**src/rtl/booth_seq_pkg.sv**
```systemverilog
// Shared types and constants for the Booth multiplier issue/collect sequencer.
package booth_seq_pkg;

    typedef enum logic [1:0] {
        IDLE  = 2'd0,
        START = 2'd1,
        WAIT  = 2'd2,
        DONE  = 2'd3
    } state_e;

    localparam int CNT_W = 8;

    function automatic int mul_lat(input int nb);
        return nb / 2 + 1;
    endfunction

endpackage

```
**src/rtl/booth_seq_fifo.sv**
```systemverilog
// Synchronous FIFO holding pending {a, b, tag} jobs; head is presented on dout while not empty.
module booth_seq_fifo #(
    parameter int WIDTH = 8,
    parameter int DEPTH = 4
) (
    input  logic             clk,
    input  logic             rst_n,
    input  logic             push,
    input  logic             pop,
    input  logic [WIDTH-1:0] din,
    output logic [WIDTH-1:0] dout,
    output logic             full,
    output logic             empty
);
    localparam int PW = $clog2(DEPTH);

    logic [WIDTH-1:0] mem_r [DEPTH];
    logic [PW-1:0]    wr_ptr_r;
    logic [PW-1:0]    rd_ptr_r;
    logic [PW:0]      count_r;
    logic             do_push_s;
    logic             do_pop_s;

    assign do_push_s = push & ~full;
    assign do_pop_s  = pop & ~empty;
    assign full      = (count_r == (PW+1)'(DEPTH));
    assign empty     = (count_r == {(PW+1){1'b0}});
    assign dout      = mem_r[rd_ptr_r];

    // Entry storage; contents are only meaningful below the count.
    always_ff @(posedge clk) begin
        if (do_push_s) begin
            mem_r[wr_ptr_r] <= din;
        end
    end

    // Pointers and occupancy; depth is a power of two so pointers wrap naturally.
    always_ff @(posedge clk or negedge rst_n) begin
        if (!rst_n) begin
            wr_ptr_r <= {PW{1'b0}};
            rd_ptr_r <= {PW{1'b0}};
            count_r  <= {(PW+1){1'b0}};
        end else begin
            if (do_push_s) wr_ptr_r <= wr_ptr_r + PW'(1);
            if (do_pop_s)  rd_ptr_r <= rd_ptr_r + PW'(1);
            case ({do_push_s, do_pop_s})
                2'b10:   count_r <= count_r + (PW+1)'(1);
                2'b01:   count_r <= count_r - (PW+1)'(1);
                default: count_r <= count_r;
            endcase
        end
    end

endmodule

```
**src/rtl/booth_mul_sequencer.sv**
```systemverilog
// Issue/collect stage around a sequential radix-4 Booth multiplier, one job in flight.
// Optional BOOTH_SEQ_ZERO_BYPASS_EN: jobs with a zero operand skip the multiplier.
module booth_mul_sequencer
    import booth_seq_pkg::*;
#(
    parameter int NB         = 8,
    parameter int TAG_W      = 4,
    parameter int FIFO_DEPTH = 4,
    parameter int MUL_LAT    = mul_lat(NB)
) (
    input  logic              clk,
    input  logic              rst_n,
    input  logic              in_valid,
    output logic              in_ready,
    input  logic [NB-1:0]     in_a,
    input  logic [NB-1:0]     in_b,
    input  logic [TAG_W-1:0]  in_tag,
    output logic              out_valid,
    input  logic              out_ready,
    output logic [2*NB-1:0]   out_product,
    output logic [TAG_W-1:0]  out_tag,
    output logic              mul_start,
    output logic [NB-1:0]     mul_a,
    output logic [NB-1:0]     mul_b,
    input  logic [2*NB-1:0]   mul_product
);
    localparam int FW = 2 * NB + TAG_W;

    state_e             state_r, state_s;
    logic [CNT_W-1:0]   cnt_r;
    logic               alive_r;
    logic               bypass_r;
    logic [TAG_W-1:0]   tag_r;
    logic               fifo_full_s, fifo_empty_s, push_s;
    logic               pop_s, start_s, capture_s, load_cnt_s, zero_s;
    logic [FW-1:0]      fifo_dout_s;
    logic [NB-1:0]      head_a_s, head_b_s;
    logic [TAG_W-1:0]   head_tag_s;

    assign in_ready = alive_r & ~fifo_full_s;
    assign push_s   = in_valid & in_ready;
    assign {head_a_s, head_b_s, head_tag_s} = fifo_dout_s;

`ifdef BOOTH_SEQ_ZERO_BYPASS_EN
    assign zero_s = (head_a_s == {NB{1'b0}}) | (head_b_s == {NB{1'b0}});
`else
    assign zero_s = 1'b0;
`endif

    booth_seq_fifo #(.WIDTH(FW), .DEPTH(FIFO_DEPTH)) u_fifo (
        .clk   (clk),
        .rst_n (rst_n),
        .push  (push_s),
        .pop   (pop_s),
        .din   ({in_a, in_b, in_tag}),
        .dout  (fifo_dout_s),
        .full  (fifo_full_s),
        .empty (fifo_empty_s)
    );

    // FSM state register.
    always_ff @(posedge clk or negedge rst_n) begin
        if (!rst_n) state_r <= IDLE;
        else        state_r <= state_s;
    end

    // FSM next-state logic.
    always_comb begin
        state_s = state_r;
        case (state_r)
            IDLE: begin
                if (!fifo_empty_s) state_s = zero_s ? DONE : START;
                else               state_s = IDLE;
            end
            START: state_s = WAIT;
            WAIT: begin
                if (cnt_r <= CNT_W'(1)) state_s = DONE;
                else                    state_s = WAIT;
            end
            DONE: begin
                if (!out_valid || out_ready) state_s = IDLE;
                else                         state_s = DONE;
            end
            default: state_s = IDLE;
        endcase
    end

    // FSM control decode.
    always_comb begin
        pop_s      = 1'b0;
        start_s    = 1'b0;
        capture_s  = 1'b0;
        load_cnt_s = 1'b0;
        case (state_r)
            IDLE: begin
                pop_s   = ~fifo_empty_s;
                start_s = ~fifo_empty_s & ~zero_s;
            end
            START:   load_cnt_s = 1'b1;
            WAIT:    load_cnt_s = 1'b0;
            DONE:    capture_s  = ~out_valid | out_ready;
            default: load_cnt_s = 1'b0;
        endcase
    end

    // Issue side: start pulse lands in START; operands held until the next pop.
    always_ff @(posedge clk or negedge rst_n) begin
        if (!rst_n) begin
            alive_r   <= 1'b0;
            mul_start <= 1'b0;
            mul_a     <= {NB{1'b0}};
            mul_b     <= {NB{1'b0}};
            tag_r     <= {TAG_W{1'b0}};
            bypass_r  <= 1'b0;
            cnt_r     <= {CNT_W{1'b0}};
        end else begin
            alive_r   <= 1'b1;
            mul_start <= start_s;
            if (start_s) begin
                mul_a <= head_a_s;
                mul_b <= head_b_s;
            end
            if (pop_s) begin
                tag_r    <= head_tag_s;
                bypass_r <= zero_s;
            end
            if (load_cnt_s)
                cnt_r <= CNT_W'(MUL_LAT);
            else if (state_r == WAIT && cnt_r != {CNT_W{1'b0}})
                cnt_r <= cnt_r - CNT_W'(1);
        end
    end

    // Result register; a capture overrides the consume-clear so results can go back to back.
    always_ff @(posedge clk or negedge rst_n) begin
        if (!rst_n) begin
            out_valid   <= 1'b0;
            out_product <= {(2*NB){1'b0}};
            out_tag     <= {TAG_W{1'b0}};
        end else if (capture_s) begin
            out_valid   <= 1'b1;
            out_product <= bypass_r ? {(2*NB){1'b0}} : mul_product;
            out_tag     <= tag_r;
        end else if (out_valid && out_ready) begin
            out_valid   <= 1'b0;
        end
    end

endmodule

```
**config.mk**
```make
export PLATFORM = sky130hd
export DESIGN_NAME = booth_mul_sequencer
export DESIGN_NICKNAME = d
export VERILOG_FILES = /design/src/rtl/booth_seq_pkg.sv /design/src/rtl/booth_seq_fifo.sv /design/src/rtl/booth_mul_sequencer.sv
export SDC_FILE = /design/constraint.sdc
export NUM_CORES = 1
export LEC_CHECK = 0
export ABC_AREA = 0
export BUFFER_PORTS_ARGS = -buffer_cell sky130_fd_sc_hd__buf_2
export CAP_MARGIN = 0
export CORE_MARGIN = 1
export CORE_UTILIZATION = 30
export DETAILED_ROUTE_END_ITERATION = 12
export GPL_TIMING_DRIVEN = 1
export PLACE_DENSITY = 0.46
export SYNTH_ARGS = -nofsm -noshare
export SYNTH_HDL_FRONTEND = slang
export SYNTH_SLANG_ARGS = --single-unit
export TNS_END_PERCENT = 50
```
**constraint.sdc**
```tcl
create_clock -name clk -period 2.7 [get_ports clk]
set_input_delay 0.135 -clock clk [delete_from_list [all_inputs] [get_ports clk]]
set_output_delay 0.135 -clock clk [all_outputs]
set_load 0.01 [all_outputs]
```
==> reports/qor.csv <==
stage,metric,value,unit
run_status,status,finished clean,
pwr,Seq pwr share,41.0,%
timing,fmax,0.427,GHz
global_route,GR Layer Usage met2,20.0,%
placement,gp weighted congestion,0.718,
worst_setup_path,critical path endpoint category,register,
pwr,Comb pwr share,28.7,%
floorplanning,Starting Density,30.9,%
clock_tree,# H-tree levels,4,
clock_tree,clock buffer depth,2,
logic_synthesis,mean post-synth cell area,19.2,µm²
clock_tree,clock slew at reported path FFs,0.06,ns
global_route,gr usage total,12.1,%
route,WL final,10.3,mm
route,TritonRoute pass-1 iters,4,
logic_synthesis,Seq cells post-synth,140,
timing,Tmin final,2.34,ns
global_route,largest net degree at the start of global routing,61,
route,via count,2868,
timing,Setup Skew,0.00740,ns
pwr,"Power, Total",7930,µW
run,maxcap violations,0,
logic_synthesis,Synth Net Count,329,
logic_synthesis,Synth area leaders,"edfxtp_1 (45%), dfrtp_1 (28%), mux2_2 (8.8%), mux4_2 (8.4%), ha_1 (1.6%)",
logic_synthesis,Yosys cell types,35,
clock_tree,CTS Hold Bufs,37,
clock_tree,CTS buffer count,17,
timing,fin. max-slew vios,0,
clock_tree,postcts setup bufs,0,
route,"antenna viol nets, final",0,
route,DR DRC count,0,
layout,multi-input logic area,1420,µm²
floorplanning,DIE HEIGHT,136,µm
timing,relative slew slack,45.1,%
logic_synthesis,Yosys Warn Count,0,
logic_synthesis,Mapped Cells,281,
worst_setup_path,critical path startpoint category,register,
logic_synthesis,top cell type's share of synthesized area,44.6,%
floorplanning,io pins,79,
timing,hold violation count in the final report,0,
placement,number of I/O port buffers,78,
pwr,Power Density,1120,nW/µm²
clock_tree,clk_lat worst skew,0.41,ns
clock_tree,CTS Sinks,140,
clock_tree,Root Driver,clkbuf_16,
timing,setup violators final,0,
layout,nets@finish,464,
pwr,NetSw,2280,µW
global_route,total congestion overflow,0,
pwr,switching part of the total,28.7,%
pwr,Clk pwr share,30.3,%
route,drt wl/cell,15.8,µm
placement,dpl hpwl,6.13,mm
floorplanning,Die Span X,136,µm
clock_tree,TritonCTS clock tree,done,
route,Vias/cell,4.39,
layout,fillers,1610,
layout,n_diodes,0,
layout,Reg area,3910,µm²
route,initial DRC count,71,
pwr,Leak Pwr,0.00276,µW
floorplanning,core footprint,17400,µm²
timing,setup TNS,0,ns
min_path,HP Class,primary input to register,
layout,layout cells sized above 1,42.7,%
logic_synthesis,register area share after synthesis,72.5,%
global_route,"Most Used Layer, Global Route",met2,
global_route,vias in the first global route,2985,
worst_setup_path,WP data arrival,2.67,ns
layout,Area Overhead vs Synth,31.4,%
logic_synthesis,mapped cell area,5380,µm²
timing,Final Cycle Share,86.8,%
global_route,initial antenna violation count,0,
worst_setup_path,CP Class,register to register,
pwr,Max VDD drop,502,µV
logic_synthesis,Yosys top cell by area,edfxtp_1,
floorplanning,Die ar.,18500,µm²
pwr,Cell Int Power,5650,µW
floorplanning,row count,48,
worst_setup_path,"Req. time, crit path",3.03,ns
global_route,met3 usage,3.32,%
clock_tree,post-cts gate resize count,0,
timing,RSZ-0062 raised after global routing,no,
timing,Worst-Margin Slew,0.824,ns
global_route,first-pass GRT wire length,16.2,mm
worst_setup_path,CP Max Fanout,6,
global_route,met1 Track Usage GR,14.7,%
[layer usage]
metal / part of all wire, % / up-vias
met5: 0 / -
met4: 1.6 / 0
met3: 3.6 / 11
met2: 50 / 63
met1: 45 / 1441
li1: - / 1353
[logic make-up after synthesis]
| group | Yosys count | synth area share (%) |
|---|---|---|
| mux | 64 | 17.5 |
| other cells | 1 | 0.0697 |
| compound gates | 14 | 2.14 |
| flops | 140 | 72.5 |
| fa+ha+maj | 8 | 2.00 |
| xor+xnor | 7 | 1.14 |
| simple gates | 32 | 3.39 |
| buf+inv | 15 | 1.21 |
[final cells by class]
cell class              instances  share of cell area [%]
well taps                     225                    3.98
inverters                       6                   0.318
clock buffers                  21                    6.23
flip-flops and latches        140                    55.2
repair buffers                125                    11.9
multi-input cells             126                    20.0
clock inverters                11                    2.37
[worst paths after layout]
path	start	endpoint	slack, ns	cells after the start
hold / removal	out_ready	out_valid$_DFFE_PN0P_	0.03	3
hold reg to reg	out_product[8]$_DFFE_PN0P_	out_product[8]$_DFFE_PN0P_	0.50	1
max in group asynchronous	rst_n	u_fifo.rd_ptr_r[0]$_DFFE_PN0P_	1.75	2
setup reg to reg	u_fifo.count_r[0]$_DFFE_PN0P_	u_fifo.count_r[2]$_DFFE_PN0P_	0.36	9
setup / recovery	u_fifo.count_r[0]$_DFFE_PN0P_	u_fifo.count_r[2]$_DFFE_PN0P_	0.36	9
min in group asynchronous	rst_n	out_product[1]$_DFFE_PN0P_	0.36	2
[synth_stat cells]
| cell type | n |
|---|---|
| inv_1 | 6 |
| a31oi_1 | 1 |
| nor3_1 | 3 |
| or3b_2 | 1 |
| nor4b_4 | 1 |
| mux4_2 | 20 |
| o31a_1 | 1 |
| fa_1 | 1 |
| a21boi_0 | 1 |
| nand2b_1 | 2 |
| a211oi_2 | 1 |
| o21ai_0 | 3 |
| mux2i_1 | 2 |
| nand2_1 | 7 |
| mux2_2 | 42 |
| xor2_1 | 3 |
| nor2b_1 | 1 |
| edfxtp_1 | 80 |
| o311ai_0 | 2 |
| ha_1 | 7 |
| and2_1 | 1 |
| or2b_1 | 1 |
| nand3_1 | 2 |
| clkbuf_1 | 2 |
| buf_2 | 7 |
| nor2_1 | 8 |
| o41ai_1 | 2 |
| o211ai_1 | 1 |
| a21oi_1 | 1 |
| xnor2_1 | 4 |
| and3_1 | 4 |
| dfrtp_1 | 60 |
| or4_4 | 1 |
| conb_1 | 1 |
| o211a_4 | 1 |
[power groups by stage]
| stage | sequential [µW] | combinational [µW] | clock, µW |
|---|---|---|---|
| 2_1_floorplan | 3320 | 1470 | 0 |
| 3_3_place_gp | 3280 | 2260 | 0 |
| 3_5_place_dp | 3300 | 2300 | 0 |
| 4_1_cts | 3270 | 2340 | 2470 |
| 5_1_grt | 3350 | 2510 | 2540 |
| 6_report | 3250 | 2280 | 2400 |
[placed cells by master, fill, tap and decap left out, types with 3 or more instances in the layout]
cell           instances
nor2_1                 8
inv_1                  6
bufinv_16              4
dfrtp_1               59
buf_4                 11
nand2_1                7
o21ai_0                3
nor3_1                 3
clkinvlp_4             3
edfxtp_1              80
ha_1                   7
clkbuf_1               4
xor2_1                 3
clkbuf_16             17
buf_2                 77
mux4_2                20
xnor2_1                4
mux2_2                42
dlygate4sd3_1         37
and3_1                 4
[per-stage QoR]
step / hold WS, ns / util, % / worst slack [ns] / cell area [µm²] / instances
after floorplan: -0.161 / - / 0.431 / 5380 / 281
after global placement: 0.299 / 35.0 / 0.485 / 6090 / 585
after detailed placement: 0.307 / 35.0 / 0.317 / 6090 / 585
after CTS: 0.0169 / 40.6 / 0.289 / 7070 / 654
after global routing: 0.0419 / 40.6 / 0.115 / 7070 / 654
final: 0.0335 / 40.6 / 0.356 / 7070 / 654
[state kept, by name, indices dropped and copies added, names as in the netlist, 2 cells and up]
name	count
cnt_r	8
u_fifo.count_r	3
mul_a	8
out_product	16
u_fifo.rd_ptr_r	2
u_fifo.wr_ptr_r	2
tag_r	4
state_r	2
mul_b	8
out_tag	4
u_fifo.mem_r	80
[critical path, cell delays in order (launching register included)]
cell	delay, ns
dfrtp_1	0.43
nor2_1	0.07
a21boi_0	0.41
and2_1	0.26
inv_1	0.06
ha_1	0.22
fa_1	0.39
xnor2_1	0.13
nor2_1	0.13
xor2_1	0.16
(Power assumes the default switching activity.)
